`src/rtl/pc_next_unit.sv`:
```
// pc_next_unit
//   Program-counter stage. Holds the PC, picks the next PC from jump / branch
//   taken / sequential, and presents it to instruction memory over a
//   req/ready handshake. Handles boot, stall, halt and a sticky
//   misaligned-target trap.
//
// Ports
//   clk            rising-edge clock
//   reset          asynchronous active-low reset
//   sel            branch taken from the selector (used in FETCH)
//   branch_offset  sign-extended byte offset, target = pc + offset
//   jump           unconditional jump request (overrides sel)
//   jump_target    absolute jump target
//   stall          hold PC this cycle, no fetch acceptance
//   halt           enter HALT (only reset leaves it)
//   imem_ready     instruction memory accepted the current PC
//   imem_req       PC valid for fetch
//   pc_out         current PC
//   pc_plus4       pc_out + 4, combinational link value
//   misalign_exc   sticky misaligned-taken-target flag
//   retired_cnt    accepted fetches
//   taken_cnt      taken branches and jumps
//
// Configuration macro
//   PC_PERF_CNT_EN  when defined, retired_cnt/taken_cnt are live counters;
//                   otherwise both outputs are tied to zero and no counter
//                   flops exist.
//
// state  | meaning
// -------+-----------------------------------------------------------
// BOOT   | first cycle after reset, imem_req low, then FETCH
// FETCH  | imem_req high, PC advances on imem_ready && !stall
// HALT   | imem_req low, PC frozen, exits only on reset
// TRAP   | imem_req low, PC frozen, misalign_exc high, reset only

module pc_next_unit #(
  parameter int                    PC_WIDTH     = 64,
  parameter logic [PC_WIDTH-1:0]   RESET_VECTOR = '0,
  parameter int                    CNT_WIDTH    = 32
) (
  input  logic                 clk,
  input  logic                 reset,
  input  logic                 sel,
  input  logic [PC_WIDTH-1:0]  branch_offset,
  input  logic                 jump,
  input  logic [PC_WIDTH-1:0]  jump_target,
  input  logic                 stall,
  input  logic                 halt,
  input  logic                 imem_ready,
  output logic                 imem_req,
  output logic [PC_WIDTH-1:0]  pc_out,
  output logic [PC_WIDTH-1:0]  pc_plus4,
  output logic                 misalign_exc,
  output logic [CNT_WIDTH-1:0] retired_cnt,
  output logic [CNT_WIDTH-1:0] taken_cnt
);

  typedef enum logic [1:0] {
    ST_BOOT  = 2'd0,
    ST_FETCH = 2'd1,
    ST_HALT  = 2'd2,
    ST_TRAP  = 2'd3
  } state_t;

  state_t              state_q, state_d;
  logic [PC_WIDTH-1:0] pc_q, pc_d;
  logic                req_q, req_d;
  logic                exc_q, exc_d;

  logic [PC_WIDTH-1:0] seq_pc;
  logic [PC_WIDTH-1:0] target;
  logic                taken;
  logic                accept;
  logic                advance;

  assign seq_pc = pc_q + PC_WIDTH'(4);
  assign taken  = jump | sel;

  always_comb begin
    target = seq_pc;
    if (jump) begin
      target = jump_target;
    end else if (sel) begin
      target = pc_q + branch_offset;
    end
  end

  // Halt beats acceptance; a misaligned taken target turns the accept into a trap.
  assign accept  = (state_q == ST_FETCH) && imem_ready && !stall && !halt;
  assign advance = accept && !(taken && (target[1:0] != 2'b00));

  always_comb begin
    state_d = state_q;
    pc_d    = pc_q;
    exc_d   = exc_q;
    case (state_q)
      ST_BOOT: state_d = ST_FETCH;
      ST_FETCH: begin
        if (halt) begin
          state_d = ST_HALT;
        end else if (accept && !advance) begin
          state_d = ST_TRAP;
          exc_d   = 1'b1;
        end else if (advance) begin
          pc_d = target;
        end
      end
      ST_HALT: state_d = ST_HALT;
      ST_TRAP: state_d = ST_TRAP;
      default: state_d = ST_BOOT;
    endcase
    req_d = (state_d == ST_FETCH);
  end

  always_ff @(posedge clk or negedge reset) begin
    if (!reset) begin
      state_q <= ST_BOOT;
      pc_q    <= RESET_VECTOR;
      req_q   <= 1'b0;
      exc_q   <= 1'b0;
    end else begin
      state_q <= state_d;
      pc_q    <= pc_d;
      req_q   <= req_d;
      exc_q   <= exc_d;
    end
  end

  assign imem_req     = req_q;
  assign pc_out       = pc_q;
  assign pc_plus4     = seq_pc;
  assign misalign_exc = exc_q;

`ifdef PC_PERF_CNT_EN
  logic [CNT_WIDTH-1:0] retired_q, retired_d;
  logic [CNT_WIDTH-1:0] taken_q, taken_d;

  always_comb begin
    retired_d = retired_q;
    taken_d   = taken_q;
    if (advance) begin
      retired_d = retired_q + CNT_WIDTH'(1);
      if (taken) begin
        taken_d = taken_q + CNT_WIDTH'(1);
      end
    end
  end

  always_ff @(posedge clk or negedge reset) begin
    if (!reset) begin
      retired_q <= '0;
      taken_q   <= '0;
    end else begin
      retired_q <= retired_d;
      taken_q   <= taken_d;
    end
  end

  assign retired_cnt = retired_q;
  assign taken_cnt   = taken_q;
`else
  assign retired_cnt = '0;
  assign taken_cnt   = '0;
`endif

endmodule

```
`config.mk`:
```
export PLATFORM = sky130hd
export DESIGN_NAME = pc_next_unit
export DESIGN_NICKNAME = d
export VERILOG_FILES = /design/src/rtl/pc_next_unit.sv
export SDC_FILE = /design/constraint.sdc
export NUM_CORES = 1
export LEC_CHECK = 0
export BUFFER_PORTS_ARGS = -buffer_cell sky130_fd_sc_hd__buf_2
export CAP_MARGIN = 5
export CORE_ASPECT_RATIO = 1.2
export CORE_MARGIN = 8
export CORE_UTILIZATION = 31
export DETAILED_ROUTE_END_ITERATION = 16
export HOLD_SLACK_MARGIN = 0.1
export PLACE_DENSITY = 0.6
export SKIP_LAST_GASP = 1
export SLEW_MARGIN = 20
export SYNTH_ARGS = -nofsm -noshare
export SYNTH_HDL_FRONTEND = slang
export SYNTH_SLANG_ARGS = --single-unit
```
`constraint.sdc`:
```
create_clock -name clk -period 7.1 [get_ports clk]
set_input_delay 1.065 -clock clk [delete_from_list [all_inputs] [get_ports clk]]
set_output_delay 1.065 -clock clk [all_outputs]
set_load 0.02 [all_outputs]
```
==> metrics.cfg <==
[outcome]
status = complete, no violations

[clock_tree]
clkTransAtPathRegs_ns = 0.06
postCtsHoldBufs = 0
htreeDepth = 3
numCtsBuffers = 9
cts.sinks = 68
clock_latency_ns = 0.36
root_buffer = clkbuf_16
cts_tree = yes
cts_buffer_depth = 2
ctsResizeCount = 0
post_cts_buffers = 0

[synth]
synth_top_family_by_area = compound AO/OA/AOI/OAI gates
synth_edf_count = 0
synthFlopType = dfrtp_1
yosysUniqueCellTypes = 94
syn_avg_cell_area_sq_um = 7.38
synth_adder_area_share_pct = 8.64
ys_seq_elements = 68
synthArstFlopShare_pct = 100
synth_compound_area_share_pct = 27.9
syn_inst = 1287
syn_area_sq_um = 9500
synth.yosys.warnings = 0
yosys.area_share.simple_pct = 23.1
synthMuxAreaShare_pct = 2.47
synthXorXnorAreaFrac_pct = 10.6
ys_seq_area_share_pct = 17.9

[global_route]
grt-ovfl-total = 0
grt_pass1_wl_microns = 63400
grt_pass1_vias = 10736
grt_antenna_before_repair = 1
grt_usage_pct = 22.0
grt_max_degree = 69

[setup_path]
r2r-start = pc_out[0]$_DFFE_PN0P_
crit_arrival_ns = 3.51
crit_required_ns = 6.03
end_kind = output port
start_kind = register
crit_fanout = 8
worstSetupPathType = register to output port
crit_start = pc_out[4]$_DFFE_PN0P_

[finish]
layout-drive-gt1-share_pct = 23.0
nets = 1697
syn_to_final_growth_pct = 17.2
final_cell_area_sq_um = 11100
n_fill_cell = 3330
multi_input_area_sq_um = 7180
seq_area_sq_um = 1700

[timing]
hold_ws_ns = 0.468
worstMarginPinSlew_ns = 1.04
fmax_mhz = 219
finClkSkew_ns = 0.00980
finalSetupViolCount = 0
fin_crit_ns = 4.57
slew_headroom_pct = 30.6
period_share_pct = 64.4
hold_viol = 0
layout_setup_ws_ns = 2.53
rsz0062_at_grt = false
drv_slew = 0
setup-tns-final_ns = 0

[power]
leakage_nw = 5.44
p_per_area_nw_per_um2 = 138
vdd_drop_max_mv = 0.0811

[routing]
vias = 10520
drtIter0Drc = 663
viasPerCell = 5.55
dr.pass1.iters = 5
wl_per_cell_microns = 22.0
drtAntennaViolNets = 0
drc = 0
drt-total-wl_microns = 41700

[placed_design]
port_buffers = 264
dp_slack_ns = 2.54
hpwl_microns = 32700
place_area_sq_um = 10900
gp_congestion = 0.943

[floorplanning]
dieArea_sq_um = 36500
placementRows = 70
die_w_microns = 176
die_y_microns = 208
io_pins = 329
initial_core_util_pct = 31.4
core-area_sq_um = 30300

[worst_hold_path]
hold_start = misalign_exc$_DFFE_PN0P_
hold_class = register to register

[job]
drv_cap = 0

[registers in the layout, indices dropped and copies added (netlist names)]
signal        count
pc_out           64
state_q           2
imem_req          1
misalign_exc      1
[final timing paths]
kind                            slack [ns]                       end  cells after the start
worst max register to register        3.29    pc_out[56]$_DFFE_PN0P_                     10
worst max-delay path                  2.53              pc_plus4[59]                      8
worst min register to register        0.47  misalign_exc$_DFFE_PN0P_                      1
min in group asynchronous             0.84     pc_out[8]$_DFFE_PN0P_                      2
max in group asynchronous             5.74    pc_out[35]$_DFFE_PN0P_                      2
worst min-delay path                  0.47  misalign_exc$_DFFE_PN0P_                      1
[cell usage after synthesis (all sizes together) (15+ instances only)]
master	n	share of area (%)
and3	20	1.3
buf	73	5.6
o21ai	101	5.6
ha	64	8.4
clkbuf	63	2.5
o21bai	19	1.7
dfrtp	68	18
nand2	152	6.1
xor2	42	3.9
o22ai	18	1.3
o211ai	15	1.2
nor2	100	4.1
a21o	36	2.8
inv	32	1.3
xnor2	71	6.6
mux2i	19	2.0
a21oi	124	6.6
nand4	40	2.8
nand3	39	2.1
nor3	21	1.3
[cells in the final DEF (no fill, tap or decap), drive strengths merged, types with 20 or more instances in the layout]
cell type    n
and3        20
a21o        36
nor3        21
nand3       39
dfrtp       68
conb        64
nand4       40
xor2        42
a21oi      124
nand2      152
o21ai      101
xnor2       71
buf        272
ha          64
inv         33
nor2       100
[critical path, cell delays in order (launching register included)]
cell and delay [ns]:
dfrtp_1 0.50, nand3_1 0.16, nor3_2 0.40, and2_0 0.55, and3_1 0.52, nor3b_4 0.40, nand2_2 0.15, xnor2_2 0.24
buf_2 0.22
[layer usage]
metal	routed length, microns	global-route usage, %
met4	1730	10.4
met5	0	0
met2	20200	37.5
met3	2610	3.98
met1	17100	26.3
[power by group]
part	total [mW]	internal (mW)	switching (mW)	leakage, nW
clock	0.443	0.241	0.202	0.131
sequential	0.455	0.409	0.0465	0.888
combinational	0.641	0.228	0.413	4.42
[through the flow]
step	instances	util, %	total power, mW
after floorplan	1350	-	0.905
after global placement	1882	35.9	1.09
after detailed placement	1882	35.9	1.09
after CTS	1896	36.7	1.54
after global routing	1897	36.8	1.62
final	1897	36.8	1.54
[final cells by class]
type                            count  share of cell area, %
Timing Repair Buffer              272                   12.4
Tap cell                          396                   4.45
Sequential cell                    68                   15.3
Multi-Input combinational cell   1113                   64.4
Inverter                           33                   1.11
Clock inverter                      3                  0.135
Antenna cell                        1                 0.0225
Clock buffer                       11                   2.18
[kinds of logic after synthesis]
family                   Yosys count
adder cells (fa/ha/maj)           65
buffers and inverters            169
AO/OA/AOI/OAI                    406
AND/OR/NAND/NOR                  442
XOR/XNOR                         113
other                              1
flip-flops                        68
multiplexers                      23
Power figures use the tool's default switching activity.
